`src/rtl/microwave_pkg.sv`:
```
`default_nettype none
// ============================================================================
//  Module      : microwave_pkg
//  Description : Shared types, widths and helpers for the microwave
//                time-entry front end (keypad FSM states, key/digit widths,
//                one-hot to BCD conversion).
//  Revision    : 1.0  initial release
// ============================================================================
package microwave_pkg;

  localparam int KEY_W   = 10;
  localparam int DIGIT_W = 4;

  typedef enum logic [2:0] {
    ST_IDLE     = 3'd0,
    ST_DEBOUNCE = 3'd1,
    ST_LOAD     = 3'd2,
    ST_HOLD     = 3'd3,
    ST_RELEASE  = 3'd4
  } state_t;

  // Bit i of a one-hot key vector maps to BCD digit i. Only one-hot values
  // reach this function, so the result is always 0-9.
  function automatic logic [DIGIT_W-1:0] onehot_to_bcd(input logic [KEY_W-1:0] i_onehot);
    logic [DIGIT_W-1:0] w_bcd;
    w_bcd = '0;
    for (int i = 0; i < KEY_W; i++) begin
      if (i_onehot[i]) w_bcd = DIGIT_W'(i);
    end
    return w_bcd;
  endfunction

endpackage
`default_nettype wire

```
`src/rtl/sync_2ff.sv`:
```
`default_nettype none
// ============================================================================
//  Module      : sync_2ff
//  Description : Two-flop synchronizer for asynchronous level inputs,
//                parameterized width, synchronous active-high clear.
//  Revision    : 1.0  initial release
// ============================================================================
module sync_2ff #(
  parameter int WIDTH = 1
) (
  input  logic             clk,
  input  logic             rst,
  input  logic [WIDTH-1:0] i_d,
  output logic [WIDTH-1:0] o_q
);

  logic [WIDTH-1:0] r_meta;
  logic [WIDTH-1:0] r_sync;

  // Two back-to-back flops give the first stage a full cycle to resolve.
  always_ff @(posedge clk) begin
    if (rst) begin
      r_meta <= '0;
      r_sync <= '0;
    end else begin
      r_meta <= i_d;
      r_sync <= r_meta;
    end
  end

  assign o_q = r_sync;

endmodule
`default_nettype wire

```
`src/rtl/keypad_encoder.sv`:
```
`default_nettype none
// ============================================================================
//  Module      : keypad_encoder
//  Description : Debounces ten one-hot digit keys and emits one BCD digit
//                with a single active-low load strobe per press.
//  Revision    : 1.0  initial release
// ============================================================================
module keypad_encoder
  import microwave_pkg::*;
#(
  parameter int DEBOUNCE_CYCLES = 20,
  parameter int CNT_W           = 5
) (
  input  logic               clock,
  input  logic               clear,
  input  logic [KEY_W-1:0]   keys,
  input  logic               enable,
  input  logic               clear_entry,
  output logic [DIGIT_W-1:0] data_out,
  output logic               loadn,
  output logic               busy,
  output logic [1:0]         digit_count
);

  localparam logic [CNT_W-1:0] c_CNT_MAX = CNT_W'(DEBOUNCE_CYCLES - 1);

  logic [KEY_W-1:0]   w_k;
  state_t             r_state;
  logic [KEY_W-1:0]   r_latched;
  logic [CNT_W-1:0]   r_cnt;
  logic [DIGIT_W-1:0] r_data;
  logic               r_loadn;
  logic [1:0]         r_count;

  sync_2ff #(
    .WIDTH (KEY_W)
  ) u_key_sync (
    .clk (clock),
    .rst (clear),
    .i_d (keys),
    .o_q (w_k)
  );

  // Press/release FSM with debounce counter; loadn and data_out are
  // registered on the edge that enters LOAD so the strobe is glitch-free.
  always_ff @(posedge clock) begin
    if (clear) begin
      r_state   <= ST_IDLE;
      r_latched <= '0;
      r_cnt     <= '0;
      r_data    <= '0;
      r_loadn   <= 1'b1;
      r_count   <= '0;
    end else begin
      r_loadn <= 1'b1;
      case (r_state)
        ST_IDLE: begin
          if (enable && $onehot(w_k)) begin
            r_latched <= w_k;
            r_cnt     <= '0;
            r_state   <= ST_DEBOUNCE;
          end
        end
        ST_DEBOUNCE: begin
          if (!enable || (w_k != r_latched)) begin
            r_state <= ST_IDLE;
          end else if (r_cnt == c_CNT_MAX) begin
            r_state <= ST_LOAD;
            r_loadn <= 1'b0;
            r_data  <= onehot_to_bcd(r_latched);
            if (r_count != 2'd3) r_count <= r_count + 2'd1;
          end else begin
            r_cnt <= r_cnt + 1'b1;
          end
        end
        ST_LOAD: begin
          r_state <= ST_HOLD;
        end
        ST_HOLD: begin
          // Other keys pressed while the first is held are ignored.
          if (w_k == '0) begin
            r_cnt   <= '0;
            r_state <= ST_RELEASE;
          end
        end
        ST_RELEASE: begin
          if (w_k != '0) begin
            r_cnt   <= '0;
            r_state <= ST_HOLD;
          end else if (r_cnt == c_CNT_MAX) begin
            r_state <= ST_IDLE;
          end else begin
            r_cnt <= r_cnt + 1'b1;
          end
        end
        default: r_state <= ST_IDLE;
      endcase
      // Placed after the FSM so it overrides a simultaneous increment.
      if (clear_entry) r_count <= '0;
    end
  end

  assign data_out    = r_data;
  assign loadn       = r_loadn;
  assign busy        = (r_state != ST_IDLE);
  assign digit_count = r_count;

endmodule
`default_nettype wire

```
`config.mk`:
```
export PLATFORM = sky130hd
export DESIGN_NAME = keypad_encoder
export DESIGN_NICKNAME = d
export VERILOG_FILES = /design/src/rtl/microwave_pkg.sv /design/src/rtl/sync_2ff.sv /design/src/rtl/keypad_encoder.sv
export SDC_FILE = /design/constraint.sdc
export NUM_CORES = 1
export LEC_CHECK = 0
export BUFFER_PORTS_ARGS = -buffer_cell sky130_fd_sc_hd__buf_2
export CAP_MARGIN = 0
export CORE_MARGIN = 8
export CORE_UTILIZATION = 38
export DETAILED_ROUTE_END_ITERATION = 8
export HOLD_SLACK_MARGIN = 0.05
export PLACE_DENSITY = 0.55
export SYNTH_ARGS = -nofsm -noshare
export SYNTH_HDL_FRONTEND = slang
export SYNTH_SLANG_ARGS = --single-unit
```
`constraint.sdc`:
```
create_clock -name clock -period 7.3 [get_ports clock]
set_input_delay 0.365 -clock clock [delete_from_list [all_inputs] [get_ports clock]]
set_output_delay 0.365 -clock clock [all_outputs]
set_load 0.05 [all_outputs]
```
==> flow_summary.yaml <==
pwr:
  ir_drop_uv: 137
  power_uw: 566
  leakage_uw: 0.000945
  p_per_area_nw_per_um2: 224
synthesis:
  avgSynthCellArea_um2: 9.70
  synth_compound_area_share_pct: 8.86
  syn_inst: 230
  muxShareOfSynthArea_pct: 7.17
  ys_seq_elements: 45
  synth-xor-area-share_pct: 3.92
  yosys_warnings: 0
  synth_top_family_by_area: "simple AND/OR/NAND/NOR gates"
  synth_flop_cell: "dfxtp_1"
  syn_area_um2: 2230
  ys_seq_area_share_pct: 40.4
  async_reset_ff_share_pct: 0
  yosys.area_share.simple_pct: 26.9
  synth_fa_ha_area_share_pct: 8.18
  ys_types: 49
  synth_edf_count: 0
  syn_nets: 255
clock_network:
  clkTransAtPathRegs_ns: 0.09
  clock_path_buffers: 2
  cts_made_buffers: 5
  cts_hold_buf: 0
  postCtsSetupRepairBufs: 0
  insertion_delay_ns: 0.30
  cts-resized-gates: 0
  htreeDepth: 2
  cts_tree: "yes"
  cts-root-buf: "clkbuf_8"
  cts.sinks: 45
routing:
  drtIter0Drc: 66
  routedWlPerCell_um: 12.6
  wl_um: 4140
  dr.pass1.iters: 4
  drcViolationCount: 0
  ant_nets: 0
  vias: 1593
  via_per_inst: 4.86
placed_design:
  postPlaceCellArea_um2: 2410
  placement.io_buffers: 21
  dp.final_hpwl_um: 3100
  place_congestion: 0.803
  placedCellCount: 320
  dp_slack_ns: 3.09
timing:
  final_max_slew_viol_count: 0
  post-route-min-period_ns: 4.24
  clock-skew-final_ns: 0.00609
  setup_viol: 0
  finalHoldViolCount: 0
  rsz0062_at_grt: "false"
  fin_ws_ns: 3.06
  slew_headroom_pct: 40.8
  timing.final.crit_share_pct: 58.1
  max_freq_mhz: 236
  fin_tns_setup_ns: 0
  worstMarginPinSlew_ns: 0.888
global_routing:
  grt_busiest_layer: "met2"
  grt_pass1_wl_um: 7190
  grt.met2_usage_pct: 16.9
  grt_use_met3_pct: 2.75
  grt_max_degree: 56
  grt.total_usage_pct: 10.4
  grt_pass1_vias: 1553
  antenna_found_initial: 0
  grtUsageMet1_pct: 12.9
  overflow: 0
critical_path:
  critPathLaunchType: "flop"
  worstSetupPathType: "reg2reg"
  cp.required_ns: 7.46
  crit_fanout: 10
  setup.worst_path.end_class: "flop"
  critPathArrivalTime_ns: 4.39
  regToRegSetupSlack_ns: 3.06
cells_and_area:
  antennaDiodeCount: 0
  final_cells: 328
  design_area_um2: 2530
  fin_nets: 277
  final_common_cell: "dfxtp_1"
  area_growth_pct: 13.2
  final_cell_mix: "45 x dfxtp_1, 23 x nor2b_1, 21 x buf_2"
  drive_gt1_share_pct: 17.8
floorplanning:
  dieArea_um2: 8580
  dieHeight_um: 92.6
  core-area_um2: 5820
  placementRows: 28
  io_pins: 22
  die_w_um: 92.6
  start_util_pct: 38.4
run:
  drv_cap: 0
hold_path:
  min_path_type: "in2reg"
status:
  status: "finished clean"
## where the power goes
| part | switching, µW | total, µW | internal, µW |
|---|---|---|---|
| Combinational | 60.4 | 106 | 45.1 |
| Sequential | 10.7 | 266 | 255 |
| Clock | 90.2 | 195 | 104 |
## Yosys cell counts, types with 3 or more instances
| master | n | share of area [%] |
|---|---|---|
| fa_1 | 6 | 5.4 |
| nor3_1 | 6 | 1.3 |
| dfxtp_1 | 45 | 40 |
| nand3_1 | 4 | 0.90 |
| inv_1 | 19 | 3.2 |
| nor2_1 | 19 | 3.2 |
| o311ai_1 | 4 | 1.6 |
| nand4b_1 | 3 | 1.2 |
| or2_2 | 3 | 0.84 |
| a21oi_1 | 3 | 0.67 |
| xnor2_1 | 10 | 3.9 |
| ha_1 | 5 | 2.8 |
| nand4_1 | 4 | 1.1 |
| nand2b_1 | 4 | 1.1 |
| nor2b_1 | 23 | 6.4 |
| nand2_1 | 8 | 1.3 |
| clkbuf_1 | 6 | 1.0 |
| mux2i_1 | 16 | 7.2 |
| o21ai_0 | 7 | 1.6 |
## sequential cells by signal (all words and copies together), names as in the netlist
signal	flops
u_key_sync.r_meta	10
data_out	4
r_cnt	5
r_latched	10
r_state	3
digit_count	2
u_key_sync.o_q	10
loadn	1
## final cells by class
cell class | instances | area (µm²)
Fill cell | 590 | 3290
Multi-Input combinational cell | 158 | 1230
Sequential cell | 45 | 901
Timing Repair Buffer | 22 | 113
Tap cell | 75 | 93.8
Inverter | 20 | 75.1
Clock buffer | 5 | 68.8
Clock inverter | 3 | 47.5
## per-layer routing
metal,wire (µm),vias up
met3,111,4
met2,1910,24
met4,45,0
met1,2080,728
met5,0,-
li1,-,837
## final timing paths
path / start / endpoint / depth (start not counted)
worst max-delay path: u_key_sync.o_q[1] / r_latched[9] / 13
worst min-delay path: keys[1] / u_key_sync.r_meta[1] / 2
worst max register to register: u_key_sync.o_q[1] / r_latched[9] / 13
worst min register to register: u_key_sync.r_meta[8] / u_key_sync.o_q[8] / 1
## worst max-delay path, cell delays in order (launching register included)
cell,delay (ns)
dfxtp_1,0.45
fa_1,0.47
fa_1,0.51
inv_1,0.05
fa_1,0.43
inv_1,0.07
ha_1,0.15
inv_1,0.06
fa_1,0.37
a2111oi_0,0.40
o2111ai_1,0.24
nor2_2,0.56
mux2i_1,0.29
nor2_1,0.05
## logic make-up after synthesis
family	after synthesis
AO/OA/AOI/OAI	26
multiplexers	16
adder cells (fa/ha/maj)	11
XOR/XNOR	10
AND/OR/NAND/NOR	95
flip-flops	45
buffers and inverters	27
## per-stage QoR
stage	util, %	hold WS, ns
2_1_floorplan	-	0.414
3_5_place_dp	41.5	0.420
4_1_cts	43.5	0.258
5_1_grt	43.5	0.263
6_report	43.5	0.270
3_3_place_gp	41.5	0.417
Power figures use the tool's default switching activity.
